**config.mk**
```make
export PLATFORM = sky130hd
export DESIGN_NAME = loadstore_unit
export DESIGN_NICKNAME = d
export VERILOG_FILES = /design/src/rtl/loadstore_unit.sv
export SDC_FILE = /design/constraint.sdc
export NUM_CORES = 1
export LEC_CHECK = 0
export BUFFER_PORTS_ARGS = -buffer_cell sky130_fd_sc_hd__buf_2
export CORE_MARGIN = 4
export CORE_UTILIZATION = 53
export CTS_BUF_LIST = sky130_fd_sc_hd__clkbuf_8
export DETAILED_ROUTE_END_ITERATION = 12
export GPL_ROUTABILITY_DRIVEN = 0
export GPL_TIMING_DRIVEN = 0
export PLACE_DENSITY = 0.9
export SETUP_SLACK_MARGIN = 0.1
export SLEW_MARGIN = 10
export SYNTH_ARGS = -nofsm -noshare
export SYNTH_HDL_FRONTEND = slang
export SYNTH_SLANG_ARGS = --single-unit
```
**constraint.sdc**
```tcl
create_clock -name i_clk -period 3.6 [get_ports i_clk]
set_clock_uncertainty 0.15 [all_clocks]
set_input_delay 0.54 -clock i_clk [delete_from_list [all_inputs] [get_ports i_clk]]
set_output_delay 0.54 -clock i_clk [all_outputs]
set_load 0.03 [all_outputs]
```
**src/rtl/loadstore_unit.sv**
```systemverilog
// Memory-stage load/store controller for a word-addressed datamemory with registered read.
// Converts byte-addressed sub-word accesses into word reads, lane extraction and read-modify-write.
module loadstore_unit #(
  parameter int DATA_WIDTH = 32,
  parameter int ADDR_WIDTH = 10
) (
  input  logic                  i_clk,
  input  logic                  i_rst,
  input  logic                  i_req,
  input  logic                  i_we,
  input  logic [1:0]            i_size,
  input  logic                  i_uns,
  input  logic [ADDR_WIDTH+1:0] i_addr,
  input  logic [DATA_WIDTH-1:0] i_wdata,
  output logic                  o_busy,
  output logic                  o_done,
  output logic                  o_err,
  output logic [DATA_WIDTH-1:0] o_rdata,
  output logic [ADDR_WIDTH-1:0] o_mem_addr,
  output logic                  o_mem_rw_rd,
  output logic [DATA_WIDTH-1:0] o_mem_din,
  input  logic [DATA_WIDTH-1:0] i_mem_dout
);

  typedef enum logic [2:0] {
    S_IDLE,
    S_RD,
    S_CAP,
    S_WR,
    S_DONE
  } state_t;

  state_t r_state;
  state_t w_state_next;

  logic                  r_we;
  logic [1:0]            r_size;
  logic                  r_uns;
  logic [ADDR_WIDTH+1:0] r_addr;
  logic [15:0]           r_wdata;
  logic [DATA_WIDTH-1:0] r_buf;
  logic [DATA_WIDTH-1:0] r_rdata;
  logic                  r_err;

  logic                  w_accept;
  logic                  w_misaligned;
  logic                  w_busy;
  logic                  w_done;
  logic                  w_rw_rd;
  logic [7:0]            w_lane_byte;
  logic [15:0]           w_lane_half;
  logic [DATA_WIDTH-1:0] w_load_ext;
  logic [3:0]            w_lane_mask;
  logic [DATA_WIDTH-1:0] w_store_rep;
  logic [DATA_WIDTH-1:0] w_merge;

  // DONE also accepts, so back-to-back requests lose no cycle.
  assign w_accept = i_req && ((r_state == S_IDLE) || (r_state == S_DONE));

  assign w_misaligned = (i_size == 2'b11) ||
                        ((i_size == 2'b01) && i_addr[0]) ||
                        ((i_size == 2'b10) && (i_addr[1:0] != 2'b00));

  always_ff @(posedge i_clk or posedge i_rst) begin
    if (i_rst) begin
      r_state <= S_IDLE;
    end else begin
      r_state <= w_state_next;
    end
  end

  always_comb begin
    w_state_next = r_state;
    w_busy       = 1'b0;
    w_done       = 1'b0;
    w_rw_rd      = 1'b1;
    case (r_state)
      S_IDLE, S_DONE: begin
        w_done = (r_state == S_DONE);
        if (w_accept) begin
          if (w_misaligned) begin
            w_state_next = S_DONE;
          end else if (i_we && (i_size == 2'b10)) begin
            w_state_next = S_WR;
          end else begin
            w_state_next = S_RD;
          end
        end else begin
          w_state_next = S_IDLE;
        end
      end
      S_RD: begin
        w_busy       = 1'b1;
        w_state_next = S_CAP;
      end
      S_CAP: begin
        w_busy       = 1'b1;
        w_state_next = r_we ? S_WR : S_DONE;
      end
      S_WR: begin
        w_busy       = 1'b1;
        w_rw_rd      = 1'b0;
        w_state_next = S_DONE;
      end
      default: begin
        w_state_next = S_IDLE;
      end
    endcase
  end

  // Big-endian lane extraction and extension of the captured word.
  always_comb begin
    w_lane_byte = 8'h00;
    case (r_addr[1:0])
      2'd0: w_lane_byte = i_mem_dout[31:24];
      2'd1: w_lane_byte = i_mem_dout[23:16];
      2'd2: w_lane_byte = i_mem_dout[15:8];
      2'd3: w_lane_byte = i_mem_dout[7:0];
      default: w_lane_byte = 8'h00;
    endcase
    w_lane_half = r_addr[1] ? i_mem_dout[15:0] : i_mem_dout[31:16];
    case (r_size)
      2'b00:   w_load_ext = r_uns ? {24'h000000, w_lane_byte}
                                  : {{24{w_lane_byte[7]}}, w_lane_byte};
      2'b01:   w_load_ext = r_uns ? {16'h0000, w_lane_half}
                                  : {{16{w_lane_half[15]}}, w_lane_half};
      default: w_load_ext = i_mem_dout;
    endcase
  end

  assign w_store_rep = (r_size == 2'b00) ? {4{r_wdata[7:0]}} : {2{r_wdata[15:0]}};

  // Lane gi is byte gi in big-endian order: lane 0 is bits [31:24].
  for (genvar gi = 0; gi < 4; gi++) begin : g_lane
    assign w_lane_mask[gi] = (r_size == 2'b00) ? (r_addr[1:0] == 2'(gi))
                                               : (r_addr[1] == 1'(gi / 2));
    assign w_merge[31-8*gi -: 8] = w_lane_mask[gi] ? w_store_rep[31-8*gi -: 8]
                                                   : i_mem_dout[31-8*gi -: 8];
  end

  always_ff @(posedge i_clk or posedge i_rst) begin
    if (i_rst) begin
      r_we    <= 1'b0;
      r_size  <= 2'b00;
      r_uns   <= 1'b0;
      r_addr  <= '0;
      r_wdata <= 16'h0000;
      r_buf   <= '0;
      r_rdata <= '0;
      r_err   <= 1'b0;
    end else begin
      if (w_accept) begin
        r_we    <= i_we;
        r_size  <= i_size;
        r_uns   <= i_uns;
        r_addr  <= i_addr;
        r_wdata <= i_wdata[15:0];
        r_err   <= w_misaligned;
        // A full-word store skips the read, so its data goes straight to the write buffer.
        if (i_we && (i_size == 2'b10)) begin
          r_buf <= i_wdata;
        end
      end else if (r_state == S_CAP) begin
        if (r_we) begin
          r_buf <= w_merge;
        end else begin
          r_rdata <= w_load_ext;
        end
      end
    end
  end

  assign o_busy      = w_busy;
  assign o_done      = w_done;
  assign o_err       = w_done && r_err;
  assign o_rdata     = r_rdata;
  assign o_mem_addr  = r_addr[ADDR_WIDTH+1:2];
  assign o_mem_rw_rd = w_rw_rd;
  assign o_mem_din   = r_buf;

endmodule
```
==> metrics, run 1 <==
Slew Limit Fails=0; RSZ-0062 raised after global routing=no; Adder-Cell Fraction of Synth Area=0; Worst Path Max Fanout=10; DP HPWL=12.67 mm; post-synthesis mux area share=0.07567; final worst path period share=0.6499; vias in the first global route=5070; Req. time, crit path=3.74 ns; placed instance area=6118 um^2; multi-input logic area=2332 um^2; Slew headroom=0.3663; Post-Synth XOR/XNOR Area=0; Total Wirelength=16.47 mm; Min Clock Period, post-route=2.340 ns; largest family of logic cells by synthesized area=simple AND/OR/NAND/NOR gates; EDFF count, synth=0; most common cell after layout, fill and taps aside=buf_2; leak pwr=3.073 nW; Hold-fix buffers, CTS=0; slowest CP cell=clkbuf_1; Reg power frac=0.317; worst slack, placed=1.169 ns; Setup CP Type=reg -> reg; Critical Path Source=r_state[0]; Num CTS Buffers=9; status=completed; Compound-Gate Fraction of Synth Area=0.1621; die area=~11000 um^2; mapped cell area=5126 um^2; HP Class=in -> async; Port Buffers=160; drt first pass iters=5; flops & latches, synth=100; crit path cell chain=buf_2 > or3b_1 > buf_2 > clkbuf_1 > clkbuf_1 > o221ai_1 > a21oi_1; Die Height=~110 um; Remaining DRCs=0; fmax=0.4274 GHz; worst reg2reg path startpoint=r_state[0]; first-pass GRT wire length=26.01 mm; global-route usage over all layers=0.2914; Pwr Total=0.006472 W; DR iter-0 viols=507; Clock Tree Buf Depth=2; core area=approximately 9300 um^2; Top Ports=161; Area Overhead vs Synth=23.55%; largest net degree at the start of global routing=54; fill count=744; Avg Synthesized Cell Area=8.931 um^2; initial antenna violation count=0; final worst slack=1.260 ns; Slew @ Worst Pin=about 0.95 ns; Initial Util=0.5496; Root Buffer=clkbuf_8; Post-synth ARST share=1.000; Non-Filler Cell Area, Final=6334 um^2; clock power share=0.122; Site Rows=35; number of distinct library cells after synthesis=47; final setup violation count=0; crit end category=flop; crit path launch type=flop; Ys Warns=0; Die Width=between 100 and 150 um; Cells after Synth=574; clk slew on worst S/H paths=~0.10 ns; Setup Buffers After CTS=0; power per cell area=slightly above 1000 nW/um^2; clk_lat worst skew=0.37 ns; Reg area=2502 um^2; syn nets=657; CP peak stage delay=0.42 ns; Worst VDD drop=0.4515 mV; Net Sw Frac=0.4989; WP data arrival=roughly 2.5 ns; total grt overflow=0; CTS H-tree depth=3; final hold violation count=0; Synth Area in Simple Gates=0.2172; # diodes=0; most frequent cells in the layout=buf_2, nand2_1, dfrtp_1; Max Cap Viol=0; CTS tree=done; ys flop type=dfrtp_1; nets@finish=829; layout cells sized above 1=0.2943; Avg WL per Cell=18.72 um; Int Pwr=0.003243 W; post-CTS sizing=0; vias post-DR=5298; CTS sink cnt=100; Antenna Violating Nets Remaining=0; Logic pwr share=0.561; post-synthesis sequential area ratio=0.4882; detail-routed via count per cell=between 6 and 7; switching power=around 0.0032 W
metal layers:
layer / global-route usage / up-vias / share of wire
li1: - / 2342 / -
met1: 0.3786 / 2497 / 0.39
met2: 0.4652 / 363 / 0.46
met3: 0.05586 / 96 / 0.096
met4: 0.1489 / 0 / 0.052
met5: 0 / - / 0
worst max-delay path: cells and delay by family, from the launching register on:
family | cells | cell delay (ns)
buf+inv | 4 | 1.18
simple gates | 1 | 0.14
compound gates | 2 | 0.46
flops | 1 | 0.33
synth_stat cells, types with 2 or more instances:
| master | n | area (um^2) |
|---|---|---|
| nand2_1 | 124 | 465.5 |
| dfrtp_1 | 100 | 2502 |
| a21oi_1 | 43 | 215.2 |
| nor2_1 | 41 | 153.9 |
| nand3_1 | 33 | 165.2 |
| mux2i_1 | 32 | 320.3 |
| o21ai_0 | 28 | 140.1 |
| clkbuf_1 | 25 | 93.84 |
| nor3_1 | 16 | 80.08 |
| o221ai_1 | 16 | 140.1 |
| buf_2 | 14 | 70.07 |
| buf_4 | 12 | 90.09 |
| a31oi_1 | 9 | 56.30 |
| nand2b_1 | 8 | 50.05 |
| o22ai_1 | 8 | 50.05 |
| a211oi_1 | 7 | 52.55 |
| nand3b_1 | 7 | 52.55 |
| a21o_1 | 6 | 45.04 |
| mux2_2 | 6 | 67.56 |
| inv_1 | 4 | 15.01 |
| or2_2 | 3 | 18.77 |
| and2_0 | 2 | 12.51 |
| buf_1 | 2 | 7.510 |
| nor4b_2 | 2 | 30.03 |
| o21a_1 | 2 | 15.01 |
| o22a_1 | 2 | 17.52 |
| or3b_2 | 2 | 17.52 |
final cells by class:
class,count,share of cell area
clock buffer,9,0.01956
tap,129,0.02548
timing repair buffer,161,0.1308
inverter,5,0.003358
multi-input combinational,415,0.3682
clock inverter,7,0.01442
sequential,100,0.3951
buffer,54,0.04307
state kept, by name, indices dropped and copies added (netlist names):
name	cells
o_mem_din	32
r_uns	1
r_state	3
r_addr	12
r_we	1
r_size	2
r_wdata	16
r_err	1
o_rdata	32
stage by stage:
step	hold WS [ns]	cells	utilization	TNS, ns
4_1_cts	0.1186	880	0.6790	0
6_report	0.1060	880	0.6790	0
3_3_place_gp	0.3079	863	0.6527	-71.01
2_1_floorplan	0.2882	574	-	0
5_1_grt	0.1402	880	0.6790	0
3_5_place_dp	0.3110	864	0.6559	0
power groups by stage:
stage	logic [W]	registers (W)	clock network, W
2_1_floorplan	0.00191	0.00263	0
3_3_place_gp	0.00346	0.00203	0
3_5_place_dp	0.00359	0.00205	0
4_1_cts	0.00360	0.00203	0.000793
5_1_grt	0.00391	0.00211	0.000841
6_report	0.00363	0.00205	0.000789
logic make-up (layout without fill, tap and decap cells):
group	after synthesis	count (layout)
muxes	38	38
buffers and inverters	59	236
AOI/OAI and AO/OA	131	131
and+or+nand+nor	246	246
DFF	100	100
path summary, 6_finish.rpt:
path	end	slack (ns)	cells past startpoint
max	o_mem_din[25]	1.26	7
min	o_rdata[16]	0.11	2
max reg2reg	o_mem_din[25]	1.26	7
min reg2reg	r_wdata[10]	0.33	2
max in group asynchronous	o_mem_din[13]	2.52	3
min in group i_clk	r_addr[5]	0.21	3
(Power assumes the default switching activity.)
==> run 2: changes to the inputs <==
- ABC_AREA: not set -> 1
- CORE_UTILIZATION: 53 -> 54
- PLACE_DENSITY: 0.9 -> 0.91
- clock period: 3.6 -> 2.33 ns (I/O delays scaled with it)
==> run 2 against run 1 <==
Against the previous run: combinational power increased by 73%; count of clock-buffer cells in the layout increased by 2; critical path depth unchanged; cell area increased by 6.4%; synthesized cell count increased by 34%; power increased by 60%; register-to-register slack got worse by 0.90 ns; highest routed layer unchanged.
==> metrics, run 2 <==
status=completed; Setup Buffers After CTS=0; drt first pass iters=7; fill count=880; Worst Path Max Fanout=10; share of the synthesized area in the top cell type=0.4533; Die Width=109.1 um; initial antenna violation count=0; Die Height=109.1 um; Post-synth ARST share=1.000; vias post-DR=~5800; Avg WL per Cell=15.37 um; largest net degree at the start of global routing=34; final setup violation count=0; final worst path period share=0.8452; global-route usage over all layers=0.2868; crit path cell chain=buf_4 > inv_2 > nand2_2 > o21ai_1 > nand2_1 > nand3_1 > a21oi_1; CTS tree=done; mapped cell area=between 5000 and 6000 um^2; Min Clock Period, post-route=1.969 ns; Total Wirelength=roughly 17 mm; RSZ-0062 raised after global routing=no; number of distinct library cells after synthesis=27; Top delay family on crit path=compound AO/OA/AOI/OAI gates; core area=9864 um^2; Root Buffer=clkbuf_8; CP peak stage delay=around 0.5 ns; Initial Util=0.5596; final hold slack=0.01452 ns; Req. time, crit path=~2.4 ns; fmax=0.5078 GHz; DP HPWL=13.08 mm; detail-routed via count per cell=~5.4; DR iter-0 viols=between 500 and 600; Slew Limit Fails=0; Ys Warns=0; Remaining DRCs=0; final hold violation count=0; Avg Synthesized Cell Area=about 7.2 um^2; Synth top cells by count=nand2_1, dfrtp_1, nor2_1, inv_1, nand3_1; post-route setup TNS=0 ns; Port Buffers=between 150 and 200; Site Rows=36; clk slew on worst S/H paths=0.10 ns; layout cells sized above 1=0.2579; EDFF count, synth=0; CTS sink cnt=100; Slew headroom=0.5590; slowest CP cell=o21ai_1; total grt overflow=0; syn nets=854; nets@finish=roughly 1000; most common cell after layout, fill and taps aside=nand2_1; power per cell area=around 1500 nW/um^2; Top Ports=161; Clock Tree Buf Depth=2; Slew @ Worst Pin=0.6615 ns; clk_lat worst skew=around 0.37 ns; HP Class=in -> reg; vias in the first global route=5441; crit end category=flop; Yosys top cell by area=dfrtp_1; die area=11900 um^2; Buffers & Inverters on Critical Path=2; multi-input logic area=2429 um^2; # diodes=0; flops & latches, synth=100; WP data arrival=between 2 and 2.5 ns; Max Cap Viol=0; Antenna Violating Nets Remaining=0; crit path launch type=flop; Reg area=2502 um^2; ys flop type=dfrtp_1; most frequent cells in the layout=nand2_1, buf_2, dfrtp_1; Cells after Synth=771; first-pass GRT wire length=26.40 mm; Num CTS Buffers=9; CTS H-tree depth=3; Synth area leaders=dfrtp_1, nand2_1, nor2_1, nand3_1, inv_1; Worst VDD drop=0.6946 mV; leak pwr=3.767 nW; Setup CP Type=reg -> reg; Area Overhead vs Synth=22.08%; count leader, synth=nand2_1; post-synthesis sequential area ratio=0.4533
## run 2: changes by cell type in the layout (fill, tap and decap cells not counted), sizes merged, moves of 9 or more
cell / delta
clkbuf: -9
o21ai: +22
o221ai: -16
nand2: +95
or2: +13
nor3: -14
nand3: +35
o21bai: +17
nor2: +59
inv: +79
mux2i: -32
a21oi: +11
## run 2: worst min-delay path, delay by kind of cell
family | cells | cell delay [ns]
buffers and inverters | 1 | 0.07
and+or+nand+nor | 2 | 0.08
## run 2: path summary, 6_finish.rpt
check | slack, ns | end | start | cells after the start
worst max-delay path | 0.36 | o_mem_din[9] | r_size[0] | 7
worst min-delay path | 0.01 | r_addr[3] | i_addr[3] | 3
worst max register to register | 0.36 | o_mem_din[9] | r_size[0] | 7
worst min register to register | 0.33 | o_rdata[8] | o_rdata[8] | 2
max in group asynchronous | 0.95 | o_mem_din[0] | i_rst | 5
min in group asynchronous | 0.36 | o_mem_din[22] | i_rst | 3
## run 2: metal layers
layer | vias to the layer above | share of wire | GRT usage
met1 | 2651 | 0.40 | 0.3796
met4 | 0 | 0.041 | 0.1235
met2 | 331 | 0.46 | 0.4566
li1 | 2765 | - | -
met5 | - | 0 | 0
met3 | 69 | 0.097 | 0.05980
## run 2: cell families (layout without fill, tap and decap cells)
| family | count (synthesis) | after routing | share of synthesized area |
|---|---|---|---|
| simple gates | 408 | 408 | 0.3080 |
| buf+inv | 131 | 310 | 0.1068 |
| compound gates | 132 | 132 | 0.1319 |
| flops | 100 | 100 | 0.4533 |
## run 2: layout make-up
type,instances,share of cell area
multi-input combinational,540,0.3604
tap,133,0.02469
clock inverter,4,0.003899
sequential,100,0.3713
inverter,83,0.04679
timing repair buffer,164,0.1292
buffer,48,0.04122
clock buffer,11,0.02247
## run 2: metrics by stage
stage	instance area [um^2]	total power, W	utilization	cells	worst slack (ns)
final	6739	0.01033	0.6832	1083	0.3606
after global routing	6739	0.01112	0.6832	1083	0.2545
after CTS	6739	0.01026	0.6832	1083	0.4090
after detailed placement	6551	0.009228	0.6641	1067	0.4652
after global placement	6491	0.009051	0.6580	1064	-0.01493
after floorplan	5524	0.007475	-	771	0.5546
## run 2: what timing repair did
action / 4_1_cts / 5_1_grt
hold endpoints to repair: 18 / 0
resized for setup: 0 / 0
hold buffers: 1 / 0
## run 2: where the power goes
group | switching (W) | internal (W) | leakage, nW
Clock | 0.000603 | 0.000438 | 0.0849
Sequential | 0.000440 | 0.00259 | 1.19
Combinational | 0.00433 | 0.00194 | 2.49
Total | 0.00537 | 0.00496 | 3.77
==> run 3: changes to the inputs <==
- clock period: 2.33 -> 1.85 ns (I/O delays scaled with it)
==> run 3 against run 2 <==
Against the previous run: final cell count grew 3.0%; utilization grew 4.4 points; critical path depth grew 2; routed wire length grew 8.1%; non-clock buffer count grew 32; combinational power grew 38%; first-iteration DRC count grew 28%; count of clock-buffer cells in the layout is the same; die area is the same; global-route usage grew 0.66 points; critical endpoint is now o_mem_din[0]; flip-flop and latch count is the same.
==> metrics, run 3 (same netlist as run 2, synthesis figures left out) <==
Hold Path End=r_we; core area=9864 um^2; die area=11900 um^2; RSZ-0062 raised after global routing=yes; Root Buffer=clkbuf_8; clock power share=0.095; fmax=0.5614 GHz; Slew headroom=0.6793; Finished Core Util=0.7272; flop2flop setup slack=0.07 ns; Min Clock Period, post-route=1.781 ns; CTS tree=done; final worst path period share=0.9629; Int Pwr=0.006674 W; worst slack, placed=-0.01484 ns; nets@finish=1061; fill count=797; largest net degree at the start of global routing=34; Reg power frac=0.279; Initial Util=0.5596; CTS H-tree depth=3; Antenna Violating Nets Remaining=0; Clock Tree Buf Depth=2; final worst slack=0.06861 ns; Max Cap Viol=0; DP HPWL=between 10 and 15 mm; placed instance area=around 6600 um^2; DR iter-0 viols=686; WP data arrival=1.87 ns; Top Ports=161; Req. time, crit path=1.94 ns; Die Width=109.1 um; most common cell after layout, fill and taps aside=nand2_1; final setup violation count=0; clk_lat worst skew=0.37 ns; Total Wirelength=17.99 mm; vias in the first global route=5549; Area Overhead vs Synth=29.94%; worst reg2reg path startpoint=r_state[0]; clk slew on worst S/H paths=0.11 ns; # diodes=0; switching power=between 0.007 and 0.008 W; post-route setup TNS=0 ns; Remaining DRCs=0; crit end category=flop; drt first pass iters=8; Non-Filler Cell Area, Final=around 7200 um^2; reg2reg end=o_mem_din[0]; leak pwr=3.975 nW; status=completed; Avg WL per Cell=between 15 and 20 um; layout cells sized above 1=0.2943; first-pass GRT wire length=27.03 mm; total grt overflow=0; Die Height=approximately 110 um; vias post-DR=6076; most frequent cells in the layout=nand2_1, buf_2, dfrtp_1; Port Buffers=160; Worst VDD drop=0.8871 mV; crit path launch type=flop; Logic pwr share=0.626; final hold violation count=0; detail-routed via count per cell=between 5 and 6; global-route usage over all layers=0.2933; CTS sink cnt=100; Slew Limit Fails=0; r2r worst-path depth=9; Worst Path Max Fanout=10; Num CTS Buffers=9; Slew @ Worst Pin=0.4810 ns; Setup CP Type=reg -> reg; Site Rows=36; Pwr Total=around 0.014 W; min-delay src=i_we; Net Sw Frac=0.5161; initial antenna violation count=0; HP Class=in -> reg; Worst Hold Depth=3; power per cell area=around 1900 nW/um^2
run 3: cell count changes in the layout (fill, tap and decap cells not counted), sizes merged:
cell / before / now
buf: 197 / 215
dlygate4sd3: 1 / 14
clkbuf: 25 / 26
run 3: repair_timing:
item	in CTS	in global routing
hold buffers	14	0
setup endpoints to repair	73	97
pin swaps	2	9
gates resized for setup	10	66
endpoints found under the hold margin	31	0
buffers inserted	3	15
cloned	0	1
run 3: layout make-up:
class	count	area, um^2	share of cell area
Clock buffer	11	151.4	0.02111
Buffer	48	326.6	0.04553
Clock inverter	4	26.28	0.003663
Multi-Input combinational cell	540	2524	0.3518
Tap cell	133	166.4	0.02320
Inverter	83	320.3	0.04465
Timing Repair Buffer	196	1152	0.1606
Sequential cell	100	2506	0.3494
run 3: routing by layer:
metal | GRT usage | vias to the layer above | part of all wire
met5 | 0 | - | 0
met4 | 0.1226 | 0 | 0.045
met3 | 0.05684 | 84 | 0.11
met2 | 0.4719 | 418 | 0.47
met1 | 0.3885 | 2749 | 0.38
li1 | - | 2825 | -
run 3: stage by stage:
| stage | instances | hold WS, ns |
|---|---|---|
| final | 1115 | 0.003654 |
| after global routing | 1115 | 0.01722 |
| after CTS | 1099 | 0.0008701 |
| after detailed placement | 1067 | 0.1471 |
| after global placement | 1064 | 0.3096 |
| after floorplan | 771 | 0.2371 |
run 3: power by group through the flow:
stage / combinational, W / clock, W / sequential [W]
after floorplan: 0.00427 / 0 / 0.00514
final: 0.00863 / 0.00131 / 0.00385
after detailed placement: 0.00778 / 0 / 0.00384
after CTS: 0.00794 / 0.00131 / 0.00381
after global placement: 0.00760 / 0 / 0.00380
after global routing: 0.00938 / 0.00141 / 0.00397
run 3: worst max-delay path by stage:
stage | start | endpoint | cells after the start
after floorplan | r_state[0] | o_err | 3
after global placement | i_rst | o_mem_din[0] | 2
after detailed placement | r_size[0] | o_mem_din[9] | 7
after CTS | r_size[0] | o_mem_din[9] | 8
after global routing | r_state[0] | o_mem_din[3] | 9
final | r_state[0] | o_mem_din[0] | 9
run 3: worst max-delay path: stages (launching register included):
cell and delay [ns]:
dfrtp_2 0.46, nor2_4 0.12, buf_4 0.15, nand2_8 0.07, nor2_4 0.15, nor2_4 0.08
buf_6 0.15, buf_8 0.14, nor2_1 0.08, a21oi_1 0.08
